===== src/rtl/bcd_to_bin_seq.sv =====
// bcd_to_bin_seq: multi-cycle BCD-to-binary converter (reverse double-dabble).
// Each SHIFT cycle shifts {digits, acc} right by one bit, then subtracts 3 from
// every digit that is >= 8. After BIN_WIDTH shifts the accumulator holds the
// binary value. Valid/ready handshakes on input and output, no overlap.
// Optional feature macro: BCD_DIGIT_CHECK_EN (flags operands with a digit > 9).
module bcd_to_bin_seq #(
    parameter int NUM_DIGITS = 6,
    parameter int BIN_WIDTH  = 20
) (
    input  logic                    clk_i,
    input  logic                    rst_n_i,
    input  logic                    in_valid_i,
    output logic                    in_ready_o,
    input  logic [4*NUM_DIGITS-1:0] bcd_i,
    output logic                    out_valid_o,
    input  logic                    out_ready_i,
    output logic [BIN_WIDTH-1:0]    bin_o,
    output logic                    error_o
);

    localparam int DW = 4 * NUM_DIGITS;
    localparam int CW = $clog2(BIN_WIDTH + 1);

    typedef enum logic [1:0] {IDLE, SHIFT, DONE} state_t;

    state_t               state, state_nx;
    logic [DW-1:0]        digits, digits_nx;
    logic [BIN_WIDTH-1:0] acc, acc_nx;
    logic [CW-1:0]        cnt;
    logic                 accept;
    logic                 last;

    assign accept = in_valid_i && in_ready_o;
    // The cycle after the BIN_WIDTH-th shift publishes the result.
    assign last   = (cnt == CW'(BIN_WIDTH));

    // State register.
    always_ff @(posedge clk_i) begin
        if (!rst_n_i) state <= IDLE;
        else          state <= state_nx;
    end

    // Next-state and handshake outputs.
    always_comb begin
        state_nx    = state;
        in_ready_o  = 1'b0;
        out_valid_o = 1'b0;
        case (state)
            IDLE: begin
                in_ready_o = 1'b1;
                if (in_valid_i) state_nx = SHIFT;
            end
            SHIFT: begin
                if (last) state_nx = DONE;
            end
            DONE: begin
                out_valid_o = 1'b1;
                if (out_ready_i) state_nx = IDLE;
            end
            default: state_nx = IDLE;
        endcase
    end

    // One reverse double-dabble step: joint right shift, then per-digit -3 correction.
    always_comb begin
        {digits_nx, acc_nx} = {digits, acc} >> 1;
        for (int i = 0; i < NUM_DIGITS; i++) begin
            if (digits_nx[4*i+3]) digits_nx[4*i +: 4] = digits_nx[4*i +: 4] - 4'd3;
        end
    end

`ifdef BCD_DIGIT_CHECK_EN
    logic bad_digit;
    logic err_q;

    // Any operand digit above 9 marks the conversion as invalid.
    always_comb begin
        bad_digit = 1'b0;
        for (int i = 0; i < NUM_DIGITS; i++) begin
            if (bcd_i[4*i +: 4] > 4'd9) bad_digit = 1'b1;
        end
    end

    // Sticky per-conversion error flag, refreshed on every accept.
    always_ff @(posedge clk_i) begin
        if (!rst_n_i)    err_q <= 1'b0;
        else if (accept) err_q <= bad_digit;
    end

    assign error_o = err_q && (state == DONE);
`else
    assign error_o = 1'b0;
`endif

    // Datapath: operand load, shift steps, result capture.
    always_ff @(posedge clk_i) begin
        if (!rst_n_i) begin
            digits <= '0;
            acc    <= '0;
            cnt    <= '0;
            bin_o  <= '0;
        end else if (accept) begin
            digits <= bcd_i;
            acc    <= '0;
            cnt    <= '0;
        end else if (state == SHIFT) begin
            if (last) begin
`ifdef BCD_DIGIT_CHECK_EN
                bin_o <= err_q ? '0 : acc;
`else
                bin_o <= acc;
`endif
            end else begin
                digits <= digits_nx;
                acc    <= acc_nx;
                cnt    <= cnt + CW'(1);
            end
        end
    end

endmodule


===== config.mk =====
export PLATFORM = sky130hd
export DESIGN_NAME = bcd_to_bin_seq
export DESIGN_NICKNAME = d
export VERILOG_FILES = /design/src/rtl/bcd_to_bin_seq.sv
export SDC_FILE = /design/constraint.sdc
export NUM_CORES = 1
export LEC_CHECK = 0
export ABC_AREA = 1
export CAP_MARGIN = 15
export CORE_UTILIZATION = 55
export CTS_CLUSTER_DIAMETER = 80
export DETAILED_ROUTE_END_ITERATION = 8
export GPL_TIMING_DRIVEN = 0
export PLACE_DENSITY_LB_ADDON = 0.15
export SYNTH_ARGS = -nofsm -noshare
export SYNTH_HDL_FRONTEND = slang
export SYNTH_SLANG_ARGS = --single-unit

===== constraint.sdc =====
create_clock -name clk_i -period 4.1 [get_ports clk_i]
set_input_delay 0.82 -clock clk_i [delete_from_list [all_inputs] [get_ports clk_i]]
set_output_delay 0.82 -clock clk_i [all_outputs]
set_load 0.02 [all_outputs]

Word level (Yosys, flattened, before mapping)
Index checks and enable logic that the tools add are counted.
Word-level totals
  input bits: 28
  register bits: 71
  output and inout port bits: 23
  word-level logic and storage cells: 43
Operators by class
  mux-type cells: 14
  $add $sub $neg: 6
  reduce and logical (&&, ||, !) cells: 8
  equal/unequal tests: 7
  bitwise gates (word level): 3
Operators by type and width (count)
  $mux 24: 3
  $mux 4: 5
  $sub 4x2->4 const B: 5
  $ne 2x2->1 const B: 4
  $mux 2: 3
  $pmux 2 s3: 1
  $reduce_and 3->1: 2
  $add 5x1->5 const B: 1
  $eq 5x5->1 const B: 1
  $reduce_and 2->1: 2
  $not 1->1: 3
  $eq 2x1->1 const B: 1
  $eq 2x2->1 const B: 1
  $logic_not 2->1: 1
  $mux 1: 2
  $reduce_bool 2->1: 1
  $reduce_or 2->1: 1
  $logic_and 1x1->1: 1

Depth between registers and ports, before layout
  depth in word-level cells: 5
  depth in mapped cells: 11
  depth with buffers taken out: 10

Worst setup path before layout
No wires, ideal clock.
  path kind: reg2out
  start: reg state[1]
  end: out out_valid_o
  path buffers: 0
  setup slack: 2526 ps
  arrival: 754 ps
  stages on the path, launching flop included: 3
  data required time: 3280 ps
  cell sequence: dfxtp_1 -> inv_2 -> nor2_1
Between the ends
  longest elaborated chain between the ends: 2
RTL lines
  from (decl): RTL line 26  | state_t state, state_nx;
  from (signal assigned): RTL line 40  | else state <= state_nx;
  $eq 2x2->1: RTL line 48  | case (state)
  $mux 1: RTL line 48
  to (decl): RTL line 15  | output logic out_valid_o,
No other way between the ends.

Worst setup path after layout
Ends and elaborated chain as after synthesis.

==> flow_summary_export.csv <==
group,metric,value,unit
cts,path_clk_slew,0.08,ns
global_routing,overflow,0,
drt,wl,7.29,mm
place,pre_cts_ws,1.66,ns
power_and_ir_drop,p_clk_share,39.3,%
power_and_ir_drop,p_comb_share,14.0,%
global_routing,antenna_found_initial,0,
final_layout,fin_util,72.2,%
setup_path,start_kind,"register",
yosys,syn_area,3240,µm²
place,place_congestion,0.810,
power_and_ir_drop,switching_power,0.442,mW
cts,tritoncts,"yes",
place,portBuffers,49,
place,hpwl,5.07,mm
yosys,post_synth.cell_area_avg,6.98,µm²
drt,drc_errors,0,
cts,htree_levels,3,
global_routing,grt_usage,25.5,%
setup_path,worst-endpoint-required,3.28,ns
sta,fmax,0.407,GHz
final_layout,drive_gt1_share,8.13,%
power_and_ir_drop,powerDensity,398,nW/µm²
cts,clk_path_buf_depth,2,
status,status,"finished, final reports clean",
final_layout,syn2layout_area_growth,24.9,%
setup_path,end_kind,"primary output",
die,start_util,57.8,%
sta,rsz0062_at_grt,"no",
final_layout,final_cells,601,
yosys,ys_ff_latch,71,
sta,final.setup.tns,0,ns
place,dp_cells,585,
setup_path,worstPathMaxFanout,3,
sta,skew,0.0115,ns
sta,final_hold_viol_count,0,
cts,cts_root_buffer,"clkbuf_8",
die,core,5610,µm²
yosys,netlist_instances,464,
yosys,yosys_warnings,0,
sta,finalMaxSlewViolations,0,
die,rows,27,
cts,cts.sinks,71,
power_and_ir_drop,internal_power,1.17,mW
die,die_y,78.8,µm
sta,setup_viol_count_final,0,
power_and_ir_drop,swShare,27.5,%
yosys,yosysSeqAreaShare,43.9,%
drt,drt_iter0_markers,141,
setup_path,crit_arrival,1.63,ns
drt,wl_per_cell,12.1,µm
run,maxCapViolations,0,
global_routing,grt_pass1_wl,12.2,mm
sta,period_needed,2.45,ns
drt,vias,3012,
cts,clk_latency,0.34,ns
setup_path,r2r_cells,8,
sta,worst_slack,1.65,ns
cts,post_cts_resized,0,
die,ios,51,
setup_path,path_class,"register to primary output",
global_routing,grt_max_degree,15,
setup_path,startpoint,"state[1]$_SDFFE_PN0P_",
setup_path,r2r-end,"bin_o[17]$_SDFFE_PN0P_",
setup_path,crit_end,"out_valid_o",
final_layout,fin_area,4050,µm²
sta,fin_crit_sh,59.9,%
final_layout,fin_nets,559,
cts,postCtsSetupRepairBufs,0,
min_path,hold_class,"register to register",
power_and_ir_drop,vdd_drop_max,269,µV
cts,hold_buffers,0,
die,die_w,78.8,µm
yosys,synth_cell_type_count,23,
place,dpl_cell_area,3820,µm²
drt,first_pass_iters,4,
drt,ant_nets,0,
power_and_ir_drop,leakagePower,1.74,nW
global_routing,grt_pass1_vias,2835,
power_and_ir_drop,seqPwrFrac,46.6,%
final_layout,antennaDiodeCount,0,
cts,cts_buffers,9,
yosys,synth_nets,499,
setup_path,reg2reg_from,"cnt[0]$_SDFFE_PP0P_",
setup_path,r2r_setup_slack,2.52,ns
drt,drt-vias-per-instance,5.01,
die,dieArea,6200,µm²
## power groups by stage
stage               registers (mW)  clock network, mW  logic, mW
floorplan                    0.759                  0      0.155
global placement             0.764                  0      0.216
detailed placement           0.766                  0      0.223
CTS                          0.750              0.640      0.225
global route                 0.755              0.672      0.257
finish                       0.751              0.633      0.226
## placed cells by master (no fill, tap or decap), types with 7 or more instances in the layout
master           netlist  layout
a21oi_1               20      20
buf_2                  9       9
clkbuf_1               8       8
clkbuf_8               0       9
clkdlybuf4s50_1        0      49
dfxtp_1               71      71
ha_1                   7       7
inv_1                 31      31
nand2_1               90      90
nand3_1               28      28
nor2_1               105     105
o21ai_0               56      56
o21ai_1                7       7
## cells in the mapped netlist, drive strengths merged
master  instances  area, µm²
xnor2           5       43.8
nand3          28        140
conb            1       3.75
xor2            6       52.6
o21ai          63        315
ha              7       87.6
nor2          108        418
inv            33        124
a21oi          20        100
clkbuf          8       30.0
dfxtp          71       1420
nand2          93        362
buf            20        139
clkinv          1       3.75
## how the worst min path moves through the flow
stage,startpoint,to,slack (ns),cells after the start
2_1_floorplan,acc[0]$_SDFFE_PP0P_,acc[0]$_SDFFE_PP0P_,0.45,2
3_3_place_gp,bin_o[11]$_SDFFE_PN0P_,bin_o[11]$_SDFFE_PN0P_,0.46,2
3_5_place_dp,bin_o[13]$_SDFFE_PN0P_,bin_o[13]$_SDFFE_PN0P_,0.47,2
4_1_cts,digits[3]$_SDFFE_PN0P_,digits[3]$_SDFFE_PN0P_,0.49,2
5_1_grt,digits[23]$_SDFFE_PN0P_,digits[23]$_SDFFE_PN0P_,0.51,2
6_report,bin_o[13]$_SDFFE_PN0P_,bin_o[13]$_SDFFE_PN0P_,0.48,2
## critical path: stages (launching register included)
cell and delay (ns):
dfxtp_1 0.43, inv_2 0.05, nor2_1 0.17, clkdlybuf4s50_1 0.64
## cell families after synthesis
group	share of synthesized area, %
AND/OR/NAND/NOR	28.4
flip-flops	43.9
AO/OA/AOI/OAI	12.8
XOR/XNOR	2.97
buffers and inverters	9.15
other	0.116
adder cells (fa/ha/maj)	2.70
## registers in the layout, indices dropped and copies added, names as in the netlist
name    cells
digits     24
acc        20
cnt         5
bin_o      20
state       2
## per-stage QoR
step	hold WS, ns	total power, mW
CTS	0.490	1.62
global route	0.511	1.68
global placement	0.462	0.979
floorplan	0.450	0.914
detailed placement	0.471	0.989
finish	0.485	1.61
## final cells by class
cell class / count / area (µm²)
sequential: 71 / 1420
timing repair buffer: 49 / 490
fill: 475 / 1560
multi-input combinational: 331 / 1520
tap: 72 / 90.1
clock buffer: 9 / 124
inverter: 34 / 128
clock inverter: 7 / 104
buffer: 28 / 169
## routing by layer
layer / GRT usage (%) / up-vias / share of wire (%)
met2: 48.5 / 67 / 51
met5: 0 / - / 0
li1: - / 1580 / -
met3: 3.91 / 7 / 4.4
met4: 12.8 / 0 / 1.2
met1: 26.9 / 1358 / 43
(Power assumes the default switching activity.)
